$ cat src/rtl/mem_pkg.sv
// mem_pkg: shared encodings for the memory-access stage.
//   MemSize encodings (MEM_BYTE/HALF/WORD; 2'b11 is treated as a word),
//   the stage state type and the default bus timeout.
package mem_pkg;

  localparam logic [1:0] MEM_BYTE = 2'b00;
  localparam logic [1:0] MEM_HALF = 2'b01;
  localparam logic [1:0] MEM_WORD = 2'b10;

  typedef enum logic [0:0] {
    IDLE = 1'b0,
    BUSY = 1'b1
  } state_t;

  localparam int DEFAULT_TIMEOUT = 16;

endpackage

$ cat src/rtl/mem_access_stage_lane_steer.sv
// lane_steer: purely combinational lane logic shared by the store and load paths.
//   size       in  2   access size (MEM_BYTE/MEM_HALF/other = word)
//   addr_lo    in  2   low address bits selecting the lane
//   is_signed  in  1   sign-extend extracted load data
//   store_data in  32  raw store value
//   rdata      in  32  raw read word
//   wdata      out 32  lane-replicated store data
//   byte_en    out 4   lane enables
//   load_data  out 32  extracted and extended load value
module lane_steer
  import mem_pkg::*;
(
  input  logic [1:0]  size,
  input  logic [1:0]  addr_lo,
  input  logic        is_signed,
  input  logic [31:0] store_data,
  input  logic [31:0] rdata,
  output logic [31:0] wdata,
  output logic [3:0]  byte_en,
  output logic [31:0] load_data
);

  function automatic logic [31:0] ext8(input logic [7:0] b, input logic s);
    logic signed [7:0] sb;
    sb = b;
    return s ? 32'(signed'(sb)) : {24'b0, b};
  endfunction

  function automatic logic [31:0] ext16(input logic [15:0] h, input logic s);
    logic signed [15:0] sh;
    sh = h;
    return s ? 32'(signed'(sh)) : {16'b0, h};
  endfunction

  logic [31:0] byte_sh;
  logic [31:0] half_sh;

  assign byte_sh = rdata >> {addr_lo, 3'b000};
  assign half_sh = rdata >> {addr_lo[1], 4'b0000};

  always_comb begin
    wdata     = store_data;
    byte_en   = 4'b1111;
    load_data = rdata;
    case (size)
      MEM_BYTE: begin
        wdata     = {4{store_data[7:0]}};
        byte_en   = 4'b0001 << addr_lo;
        load_data = ext8(byte_sh[7:0], is_signed);
      end
      MEM_HALF: begin
        wdata     = {2{store_data[15:0]}};
        byte_en   = addr_lo[1] ? 4'b1100 : 4'b0011;
        load_data = ext16(half_sh[15:0], is_signed);
      end
      default: begin
        wdata     = store_data;
        byte_en   = 4'b1111;
        load_data = rdata;
      end
    endcase
  end

endmodule

$ cat src/rtl/mem_access_stage.sv
// mem_access_stage: MEM pipeline stage between EX/MEM and MEM/WB.
// Runs a req/ack handshake to data memory with lane steering, stalls
// upstream while an access is outstanding, and registers write-back data.
// Optional feature macro: MEM_TIMEOUT_EN (bus timeout after TIMEOUT_CYCLES
// BUSY cycles without ack; BusError pulses). Undefined: BusError is 0.
// Ports:
//   Clock, Reset (sync, active-high)
//   InValid, ALUResult, StoreData, MemRead, MemWrite, MemSize, MemSigned,
//   RegWrite_In, RegDest_In                 - EX/MEM inputs
//   MemReq, MemWe, MemAddr, MemByteEn, MemWData, MemAck, MemRData - data bus
//   Stall                                   - hold EX/MEM and earlier
//   WB_Valid, WB_RegWrite, WB_RegDest, WB_Data - MEM/WB register
//   AddrError, BusError                     - one-cycle error pulses
module mem_access_stage
  import mem_pkg::*;
#(
  parameter int TIMEOUT_CYCLES = DEFAULT_TIMEOUT
) (
  input  logic        Clock,
  input  logic        Reset,
  input  logic        InValid,
  input  logic [31:0] ALUResult,
  input  logic [31:0] StoreData,
  input  logic        MemRead,
  input  logic        MemWrite,
  input  logic [1:0]  MemSize,
  input  logic        MemSigned,
  input  logic        RegWrite_In,
  input  logic [4:0]  RegDest_In,
  output logic        MemReq,
  output logic        MemWe,
  output logic [31:0] MemAddr,
  output logic [3:0]  MemByteEn,
  output logic [31:0] MemWData,
  input  logic        MemAck,
  input  logic [31:0] MemRData,
  output logic        Stall,
  output logic        WB_Valid,
  output logic        WB_RegWrite,
  output logic [4:0]  WB_RegDest,
  output logic [31:0] WB_Data,
  output logic        AddrError,
  output logic        BusError
);

  state_t      state_p1;
  logic        req_p1;
  logic        we_p1;
  logic [31:0] maddr_p1;
  logic [3:0]  be_p1;
  logic [31:0] wdata_p1;
  logic [1:0]  size_p1;
  logic        signed_p1;
  logic [31:0] alu_p1;
  logic        is_load_p1;
  logic        rw_p1;
  logic [4:0]  rd_p1;
  logic        wb_vld_p2;
  logic        wb_rw_p2;
  logic [4:0]  wb_rd_p2;
  logic [31:0] wb_data_p2;
  logic        addr_err_p2;

  logic        is_mem;
  logic        misalign;
  logic        launch;
  logic        busy;
  logic        timeout;
  logic [1:0]  st_size;
  logic [1:0]  st_lo;
  logic        st_sign;
  logic [31:0] steer_wdata;
  logic [3:0]  steer_be;
  logic [31:0] steer_load;

  assign busy     = (state_p1 == BUSY);
  assign is_mem   = MemRead | MemWrite;
  // Reserved size 2'b11 shares the word alignment rule.
  assign misalign = ((MemSize == MEM_HALF) && ALUResult[0]) ||
                    (MemSize[1] && (ALUResult[1:0] != 2'b00));
  assign launch   = !busy && InValid && is_mem && !misalign;

  // One steering instance: IDLE steers the incoming store, BUSY formats the load.
  assign st_size = busy ? size_p1       : MemSize;
  assign st_lo   = busy ? alu_p1[1:0]   : ALUResult[1:0];
  assign st_sign = busy ? signed_p1     : MemSigned;

  lane_steer u_lane_steer (
    .size       (st_size),
    .addr_lo    (st_lo),
    .is_signed  (st_sign),
    .store_data (StoreData),
    .rdata      (MemRData),
    .wdata      (steer_wdata),
    .byte_en    (steer_be),
    .load_data  (steer_load)
  );

`ifdef MEM_TIMEOUT_EN
  logic [7:0] tmo_cnt_p1;

  // Count holds the BUSY cycles already elapsed, so the final cycle sees N-1.
  assign timeout  = busy && !MemAck && (tmo_cnt_p1 == 8'(TIMEOUT_CYCLES - 1));
  assign BusError = timeout;

  always_ff @(posedge Clock) begin
    if (Reset) begin
      tmo_cnt_p1 <= 8'd0;
    end else if (launch) begin
      tmo_cnt_p1 <= 8'd0;
    end else if (busy && !MemAck) begin
      tmo_cnt_p1 <= tmo_cnt_p1 + 8'd1;
    end
  end
`else
  assign timeout  = 1'b0;
  // Parameter stays referenced so both builds expose the same interface.
  assign BusError = 1'b0 & (TIMEOUT_CYCLES < 0);
`endif

  assign Stall = launch || (busy && !MemAck && !timeout);

  // Stage p1: request issue / outstanding access; stage p2: MEM/WB register
  always_ff @(posedge Clock) begin
    if (Reset) begin
      state_p1    <= IDLE;
      req_p1      <= 1'b0;
      we_p1       <= 1'b0;
      maddr_p1    <= 32'd0;
      be_p1       <= 4'd0;
      wdata_p1    <= 32'd0;
      wb_vld_p2   <= 1'b0;
      wb_rw_p2    <= 1'b0;
      wb_rd_p2    <= 5'd0;
      wb_data_p2  <= 32'd0;
      addr_err_p2 <= 1'b0;
    end else begin
      addr_err_p2 <= 1'b0;
      wb_vld_p2   <= 1'b0;
      wb_rw_p2    <= 1'b0;
      if (!busy) begin
        if (InValid && !is_mem) begin
          wb_vld_p2  <= 1'b1;
          wb_rw_p2   <= RegWrite_In;
          wb_rd_p2   <= RegDest_In;
          wb_data_p2 <= ALUResult;
        end else if (InValid && misalign) begin
          addr_err_p2 <= 1'b1;
        end else if (launch) begin
          state_p1 <= BUSY;
          req_p1   <= 1'b1;
          we_p1    <= MemWrite;
          maddr_p1 <= {ALUResult[31:2], 2'b00};
          be_p1    <= steer_be;
          wdata_p1 <= steer_wdata;
        end
      end else if (MemAck) begin
        state_p1   <= IDLE;
        req_p1     <= 1'b0;
        wb_vld_p2  <= 1'b1;
        wb_rw_p2   <= is_load_p1 & rw_p1;
        wb_rd_p2   <= rd_p1;
        wb_data_p2 <= is_load_p1 ? steer_load : alu_p1;
      end else if (timeout) begin
        state_p1 <= IDLE;
        req_p1   <= 1'b0;
      end
    end
  end

  always_ff @(posedge Clock) begin
    if (launch) begin
      size_p1    <= MemSize;
      signed_p1  <= MemSigned;
      alu_p1     <= ALUResult;
      is_load_p1 <= MemRead;
      rw_p1      <= RegWrite_In;
      rd_p1      <= RegDest_In;
    end
  end

  assign MemReq      = req_p1;
  assign MemWe       = we_p1;
  assign MemAddr     = maddr_p1;
  assign MemByteEn   = be_p1;
  assign MemWData    = wdata_p1;
  assign WB_Valid    = wb_vld_p2;
  assign WB_RegWrite = wb_rw_p2;
  assign WB_RegDest  = wb_rd_p2;
  assign WB_Data     = wb_data_p2;
  assign AddrError   = addr_err_p2;

endmodule
$ cat config.mk
export PLATFORM = sky130hd
export DESIGN_NAME = mem_access_stage
export DESIGN_NICKNAME = d
export VERILOG_FILES = /design/src/rtl/mem_pkg.sv /design/src/rtl/mem_access_stage_lane_steer.sv /design/src/rtl/mem_access_stage.sv
export SDC_FILE = /design/constraint.sdc
export NUM_CORES = 1
export LEC_CHECK = 0
export BUFFER_PORTS_ARGS = -buffer_cell sky130_fd_sc_hd__buf_2
export CAP_MARGIN = 20
export CORE_UTILIZATION = 47
export CTS_CLUSTER_DIAMETER = 80
export DETAILED_ROUTE_END_ITERATION = 10
export PLACE_DENSITY = 0.75
export RECOVER_POWER = 25
export SLEW_MARGIN = 30
export SYNTH_ARGS = -nofsm -noshare
export SYNTH_HDL_FRONTEND = slang
export SYNTH_SLANG_ARGS = --single-unit
$ cat constraint.sdc
create_clock -name Clock -period 3.3 [get_ports Clock]
set_clock_uncertainty 0.05 [all_clocks]
set_input_delay 0.165 -clock Clock [delete_from_list [all_inputs] [get_ports Clock]]
set_output_delay 0.165 -clock Clock [all_outputs]
set_load 0.02 [all_outputs]
Word level (Yosys, flattened, before mapping):

Cells that the tools add are included.
Widths: inputs -> output; s select.

* memories kept: 0
* latch bits: 0
* word-level logic and storage cells: 85
* bits in registers: 151
* memory bits (read-only): 0
* output and inout port bits: 112
* RAM bits: 0

* shifts and indexed selects: 3
* $add $sub $neg: 0
* magnitude comparators: 0
* multiplexer cells: 33
* div/mod/pow operators: 0
* reduce and logical (&&, ||, !) cells: 22
* multiply operators: 0
* equal/unequal tests: 5
* bitwise operators: 5

Operators with widths (number)
* $mux 32: 6
* $pmux 32 s2: 2
* $shr 32x5->16: 1
* $shr 32x5->8: 1
* $mux 1: 18
* $mux 5: 3
* $logic_and 1x1->1: 8
* $pmux 4 s2: 1
* $reduce_and 4->1: 2
* $ne 2x2->1 const B: 3
* $reduce_bool 2->1: 3
* $eq 2x1->1 const B: 2
* $logic_not 1->1: 4
* $mux 2: 2
* $mux 4: 1
* $shl 1x2->4 const A: 1
* $not 1->1: 3
* $reduce_or 3->1: 1
* $logic_not 2->1: 1
* $logic_or 1x1->1: 2
* $reduce_and 2->1: 1
* $and 1x1->1: 1
* $or 1x1->1: 1

Longest topological paths before layout:

Gate-level depths: netlist (run 1).

* depth in word-level cells: 9
* mapped depth: 10

By module:

From an unflattened synthesis (run 1), not the netlist that was laid out.

* cells, all modules: 743
* area total of the unflattened synthesis: 7587.3 um2

Modules (own cells, without submodules)
* mem_access_stage: cells each 567, seq. area each 3443.3 um2, area each 6386.1 um2, times used 1
* lane_steer: cells each 176, seq. area each 0.0 um2, area each 1201.2 um2, times used 1

Worst setup path before layout (run 1):

No wires, ideal clock.

* kind: register to register
* start point: register state_p1, in the netlist busy
* end point: register alu_p1[0], enable pin
* data required time: 2.867 ns
* setup slack: 0.894 ns
* arrival time: 1.972 ns
* path buffers: 4
* library setup time: 0.383 ns
* cell stages (with the launch flop): 9
* cell sequence: dfxtp_1 -> buf_6 -> nor2b_1 -> o21ai_1 -> or2_1 -> clkbuf_1 -> inv_2 -> buf_4 -> buf_2

* longest elaborated chain between the ends: 4

Ends and longest elaborated chain
* start, declared: line mem_access_stage.sv:46 `state_t state_p1;`
* start signal, assigned: line mem_access_stage.sv:126 `state_p1 <= IDLE;`
* start signal, assigned: line mem_access_stage.sv:150 `state_p1 <= BUSY;`
* start signal, assigned: line mem_access_stage.sv:158 `state_p1 <= IDLE;`
* $logic_not 1->1
* $logic_and 1x1->1 (3 in a row): line mem_access_stage.sv:81 `assign launch = !busy && InValid && is_mem && !misalign;`
* end signal, assigned: line mem_access_stage.sv:175 `alu_p1 <= ALUResult;`
* end, declared: line mem_access_stage.sv:54 `logic [31:0] alu_p1;`

Every way passes these cells.
A chain may end at the register's enable or synchronous reset.

Worst setup path in the final report (run 1):

* start point: input port ALUResult[0]
* end point: register wdata_p1[22], in the netlist MemWData[22]

* longest elaborated chain between the ends: 6
* elaborated cells between the ends (all ways): 9
* those cells by class: 1 x bitwise; 8 x reduce/logical

Ends and longest elaborated chain
* start, declared: line mem_access_stage.sv:22 `input logic [31:0] ALUResult,`
* $reduce_bool 2->1: line mem_access_stage.sv:80 `(MemSize[1] && (ALUResult[1:0] != 2'b00));`
* $logic_and 1x1->1: line mem_access_stage.sv:80
* $logic_or 1x1->1 (*): line mem_access_stage.sv:79 `assign misalign = ((MemSize == MEM_HALF) && ALUResult[0]) ||`
* $logic_not 1->1 or $logic_and 1x1->1 (tied branches): line mem_access_stage.sv:81, mem_access_stage.sv:147
* $logic_and 1x1->1 or $not 1->1 (tied branches)
* $reduce_and 4->1 (no source line) (*)
* end signal, assigned: line mem_access_stage.sv:155 `wdata_p1 <= steer_wdata;`
* end, declared: line mem_access_stage.sv:51 `logic [31:0] wdata_p1;`

Every way passes the cells marked *; elsewhere a longest branch is shown, timed or not.

==> out/metrics.csv, run 1 <==
metric,value,unit
status,finished clean,
synth_flop_cell,dfxtp_1,
die_h,123,um
instances_no_fill,1177,
synth_most_common_cell,nand2_1,
p_total,0.00486,W
required,3610,ps
cp_slowest_cell,dlygate4sd3_1,
p_sw,0.00131,W
syn_to_final_growth,33.2,%
clock_latency,420,ps
hold_class,input port to flip-flop,
post_cts_buffers,0,
path_class,input port to flip-flop,
crit_fanout,44,
cts_tree,done,
cts_buffers,17,
cts_htree_levels,4,
ant_nets,0,
crit_path_max_incr_delay,590,ps
gp_routability_congestion,0.958,
layout-drive-gt1-share,21.5,%
finalCriticalPeriod,2790,ps
tightestPinTransition,765,ps
arrival,3110,ps
maxCapViolations,0,
path_cells,dlygate4sd3_1 -> clkbuf_1 -> nor2_1 -> o21ai_1 -> or2_2 -> inv_4 -> nor2_1 -> a311oi_1 -> dlygate4sd3_1,
slew_headroom,49.0,%
clock_path_buffers,2,
antenna_found_initial,0,
setup-tns-final,0,ps
grt_pass1_vias,6363,
period_share,84.6,%
hold_violations,0,
nets,1096,
start_util,48.9,%
grt_first_pass_wirelength,33200,um
synth_top_area_cell,dfxtp_1,
vias_per_cell,5.76,
ys_types,63,
slew_violations,0,
die_w,123,um
overflow,0,
syn_avg_cell_area,9.35,um^2
setup_viol,0,
yosys-top-cells-count,"nand2_1, dfxtp_1, a21oi_1",
combPwrFrac,16.9,%
vias,6777,
pwr-share-seq,42.7,%
route.detailed.drc,0,
drt_iter0_drc,742,
die_area,15100,um^2
seq_area_frac_synth,50.2,%
rsz0062_at_grt,no,
clkTransAtPathRegs,60,ps
place_ws,687,ps
num_antenna_cells,0,
ys_seq_elements,151,
top_level_ports,223,
io_buffers,219,
grt_max_degree,56,
crit_path_end_kind,flip-flop,
root_buffer,clkbuf_16,
synth_edf_count,42,
routed_wl,21700,um
intPower,0.00356,W
wire_per_inst,18.4,um
critPathLaunchType,input port,
ir_worst_vdd,0.000420,V
setup_slack,508,ps
place_inst,1083,
postSynthCellCount,734,
core,14000,um^2
leakagePower,3.52,nW
synth_area,6860,um^2
synth_top_cell_area_share,31.8,%
clock_sinks,151,
ys_warn_count,0,
gr-usage-all-layers,29.0,%
pwr-share-clk,40.3,%
firstDrtPassIters,6,
fmax,0.358,GHz
placementRows,43,
dp_hpwl,14200,um
ys_async_sr_fraction,0,%
power_density,532,nW/um^2
swShare,26.9,%
synth_area_leaders,"dfxtp_1, edfxtp_1, nand2_1",
path_buf_inv,4,
crit_family,buffers and inverters,
registers in the layout, indices dropped and copies added, names as in the netlist:
signal	cells
MemByteEn	4
MemWe	1
MemWData	32
MemReq	1
WB_Valid	1
alu_p1	32
busy	1
WB_RegWrite	1
AddrError	1
WB_Data	32
is_load_p1	1
signed_p1	1
size_p1	2
MemAddr	30
rw_p1	1
rd_p1	5
WB_RegDest	5
layout make-up:
cell class | instances | area [um^2]
Fill cell | 1168 | 4900
Sequential cell | 151 | 3440
Timing Repair Buffer | 296 | 1770
Clock inverter | 7 | 90.1
Tap cell | 180 | 225
Inverter | 11 | 43.8
Multi-Input combinational cell | 508 | 3060
Clock buffer | 24 | 513
power groups by stage:
stage	clock [W]	combinational (W)	sequential [W]
floorplan	0	0.000382	0.00221
global placement	0	0.000756	0.00211
detailed placement	0	0.000763	0.00211
CTS	0.00198	0.000824	0.00208
global route	0.00206	0.000888	0.00209
finish	0.00196	0.000822	0.00208
cell usage in the layout (no fill, tap or decap), types with 6 or more instances in the layout:
cell type / instances
inv_1: 9
a21boi_0: 8
edfxtp_1: 42
clkbuf_1: 76
a311oi_1: 16
nor2_1: 49
o21ai_0: 21
o221ai_1: 21
dfxtp_1: 108
mux2i_1: 13
a211oi_1: 24
a221oi_1: 16
clkbuf_16: 18
dlygate4sd3_1: 63
a21oi_1: 75
buf_2: 144
a22oi_1: 24
o22ai_1: 8
nand3_1: 10
buf_4: 13
a21o_1: 6
o21a_1: 16
nand2_1: 128
nor2b_1: 11
layer usage:
layer / track usage, % / up-vias / wire (um)
met5: 0 / - / 0
met4: 13.4 / 0 / 744
met3: 6.92 / 62 / 1720
met2: 43.6 / 356 / 9930
met1: 39.1 / 3152 / 9300
li1: - / 3207 / -
worst min-delay path, delay by kind of cell:
kind                   cells  cell delay (ps)
buffers and inverters      1              100
AOI/OAI and AO/OA          2              180
logic make-up after synthesis:
family                 after synthesis  share of synthesized area, %
AOI/OAI and AO/OA                  259                          26.8
buffers and inverters               77                          5.41
DFF                                151                          50.2
muxes                               19                          2.97
other                                1                        0.0546
and+or+nand+nor                    227                          14.6
repair_timing:
item | in CTS | in global routing
hold buffers | 63 | 0
resized for setup | 0 | 0
endpoints found under the hold margin | 90 | 0
per-stage QoR:
stage / hold WS [ps] / cell area [um^2] / util (%)
finish: 34.5 / 9150 / 65.1
floorplan: 214 / 6870 / -
global route: 43.6 / 9150 / 65.1
detailed placement: 313 / 8000 / 57.0
global placement: 313 / 8000 / 57.0
CTS: 5.84 / 9240 / 65.8
worst paths after layout:
path                               startpoint      endpoint  slack (ps)  cells after the start
worst max-delay path             ALUResult[0]  MemWData[22]         510                      9
worst min-delay path            StoreData[15]  MemWData[15]          30                      3
worst max register to register           busy  MemWData[22]         620                      7
worst min register to register    MemAddr[29]   MemAddr[29]         400                      2
(Power assumes the default switching activity.)
==> run 2: changes to the inputs <==
- CORE_UTILIZATION: 47 -> 46
- PLACE_DENSITY: 0.75 -> 0.76
- clock period: 3.3 -> 2.4 ns (I/O delays scaled with it)
==> run 2 against run 1 <==
Against the previous run:
- global-route usage decreased by 1.2 points
- sequential power increased by 38%
- count of clock-buffer cells in the layout decreased by 3
- worst hold slack got worse by 17 ps
==> out/metrics.csv, run 2 (same netlist as run 1, synthesis figures left out) <==
metric,value,unit,change
setup_viol,0,,unchanged
fmax,0.420,GHz,
required,2700,ps,-910 ps
route.detailed.drc,0,,unchanged
overflow,0,,unchanged
die_area,15400,um^2,+2.1%
top_level_ports,223,,unchanged
post_cts_buffers,0,,unchanged
holdWs,17.7,ps,-16.8 ps
dp_hpwl,14000,um,-1.5%
rsz0062_at_grt,no,,
gr-usage-all-layers,27.8,%,-1.2 points
setup-tns-final,0,ps,unchanged
worstRegToRegCells,7,,unchanged
status,finished clean,,
place_inst,1103,,+1.8%
root_buffer,clkbuf_16,,
drt_iter0_drc,649,,-13%
multi_input_area,3080,um^2,+0.41%
instances_no_fill,1202,,+2.1%
start_util,47.2,%,-1.7 points
grt_first_pass_wirelength,32500,um,-2.2%
power_density,736,nW/um^2,+38%
place_area,8140,um^2,+1.7%
maxCapViolations,0,,unchanged
intPower,0.00506,W,+42%
nFillCells,1236,,+5.8%
grt_pass1_vias,6193,,-2.7%
routed_wl,21400,um,-1.3%
hold_class,input port to flip-flop,,
wl_met1,8880,um,-4.5%
combPwrFrac,16.9,%,about the same
clock_sinks,151,,unchanged
placementRows,44,,+2.3%
rr_endpoint,MemWData[23],,
vias_per_cell,5.62,,-2.4%
p_sw,0.00185,W,+42%
finalCriticalPeriod,2380,ps,
cts_tree,done,,
wl_met2,10200,um,+2.3%
clock_path_buffers,2,,unchanged
nets,1115,,+1.7%
core,14500,um^2,+3.5%
ir_worst_vdd,0.000579,V,+38%
slew_headroom,48.6,%,-0.44 points
regArea,3450,um^2,about the same
leakagePower,3.63,nW,+3.3%
swShare,26.8,%,-0.088 points
slew_violations,0,,unchanged
met3WireLength,1670,um,-3.0%
path_class,input port to flip-flop,,
syn_to_final_growth,36.7,%,
die_h,124,um,+1.1%
clkTransAtPathRegs,60,ps,about the same
ant_nets,0,,unchanged
r2r_slack,70,ps,-550 ps
startpoint,MemSize[0],,
cts_buffers,17,,unchanged
rr_startpoint,busy,,
io_buffers,219,,unchanged
cts_htree_levels,4,,unchanged
period_share,99.3,%,
crit_fanout,18,,-59%
design_area,9380,um^2,+2.6%
pwr-share-seq,41.4,%,-1.3 points
layout-drive-gt1-share,23.2,%,+1.7 points
critPathLaunchType,input port,,
grt_max_degree,59,,+5.4%
final_common_cell,buf_2,,
antenna_found_initial,1,,+1
vias,6754,,-0.34%
gp_routability_congestion,0.892,,-6.9%
routed.top_layer,met4,,
pwr-share-clk,41.8,%,+1.5 points
die_w,124,um,+1.1%
arrival,2680,ps,-430 ps
final_cell_mix,"buf_2, nand2_1, dfxtp_1",,
crit_path_end_kind,flip-flop,,
firstDrtPassIters,7,,+1
tightestPinTransition,763,ps,-1.76 ps
wire_per_inst,17.8,um,-3.3%
cp-endpoint,MemWData[23],,
clock_latency,420,ps,about the same
hold_violations,0,,unchanged
-- run 2: changes by cell type in the layout (fill, tap and decap cells not counted), sizes merged --
cell | previous run | this run
clkinv | 3 | 4
buf | 159 | 176
clkbuf | 98 | 94
bufinv | 2 | 4
inv | 11 | 12
diode | 0 | 1
dlygate4sd3 | 63 | 66
-- run 2: metrics by stage --
stage / power, W / util, % / setup WS [ps]
detailed placement: 0.00398 / 56.0 / 235
finish: 0.00690 / 64.5 / 16.2
global route: 0.00718 / 64.5 / 1.42
floorplan: 0.00356 / - / 241
CTS: 0.00693 / 65.0 / 35.6
global placement: 0.00396 / 56.0 / 251
-- run 2: area by class of cell --
| type | count | share of cell area [%] |
|---|---|---|
| Antenna cell | 1 | 0.0267 |
| Tap cell | 184 | 2.45 |
| Clock buffer | 21 | 5.02 |
| Multi-Input combinational cell | 508 | 32.8 |
| Inverter | 11 | 0.494 |
| Sequential cell | 151 | 36.7 |
| Clock inverter | 11 | 1.83 |
| Timing Repair Buffer | 315 | 20.6 |
-- run 2: worst min path at each step --
stage                   to         start  slack (ps)  cells past startpoint
3_3_place_gp     signed_p1     MemSigned         270                      1
4_1_cts        WB_Data[21]  MemRData[21]         0.5                      4
6_report       WB_Data[14]  MemRData[14]          20                      3
2_1_floorplan    alu_p1[0]  ALUResult[0]         170                      0
5_1_grt        WB_Data[12]  MemRData[12]           9                      3
3_5_place_dp     signed_p1     MemSigned         270                      1
-- run 2: routing by layer --
layer  track usage, %  up-vias
met3             7.42       53
li1                 -     3254
met5                0        -
met1             36.2     3123
met4             11.2        0
met2             43.6      324
-- run 2: timing repair --
action,CTS,global route
hold buffers,66,0
hold endpoints to repair,96,0
endpoints found under the setup margin,1,5
gates cloned,0,0
gates resized for setup,2,7
-- run 2: worst max-delay path: stages --
cell and delay [ps]:
dlygate4sd3_1 550, clkbuf_1 190, a21oi_2 250, o21ai_1 110
or2_2 360, inv_6 170, nor2_1 60, a311oi_1 230
dlygate4sd3_1 620
-- run 2: power groups by stage --
stage	clock, W	sequential, W	combinational (W)
6_report	0.00288	0.00286	0.00116
5_1_grt	0.00304	0.00287	0.00126
4_1_cts	0.00291	0.00285	0.00117
3_5_place_dp	0	0.00291	0.00107
3_3_place_gp	0	0.00290	0.00106
2_1_floorplan	0	0.00303	0.000526
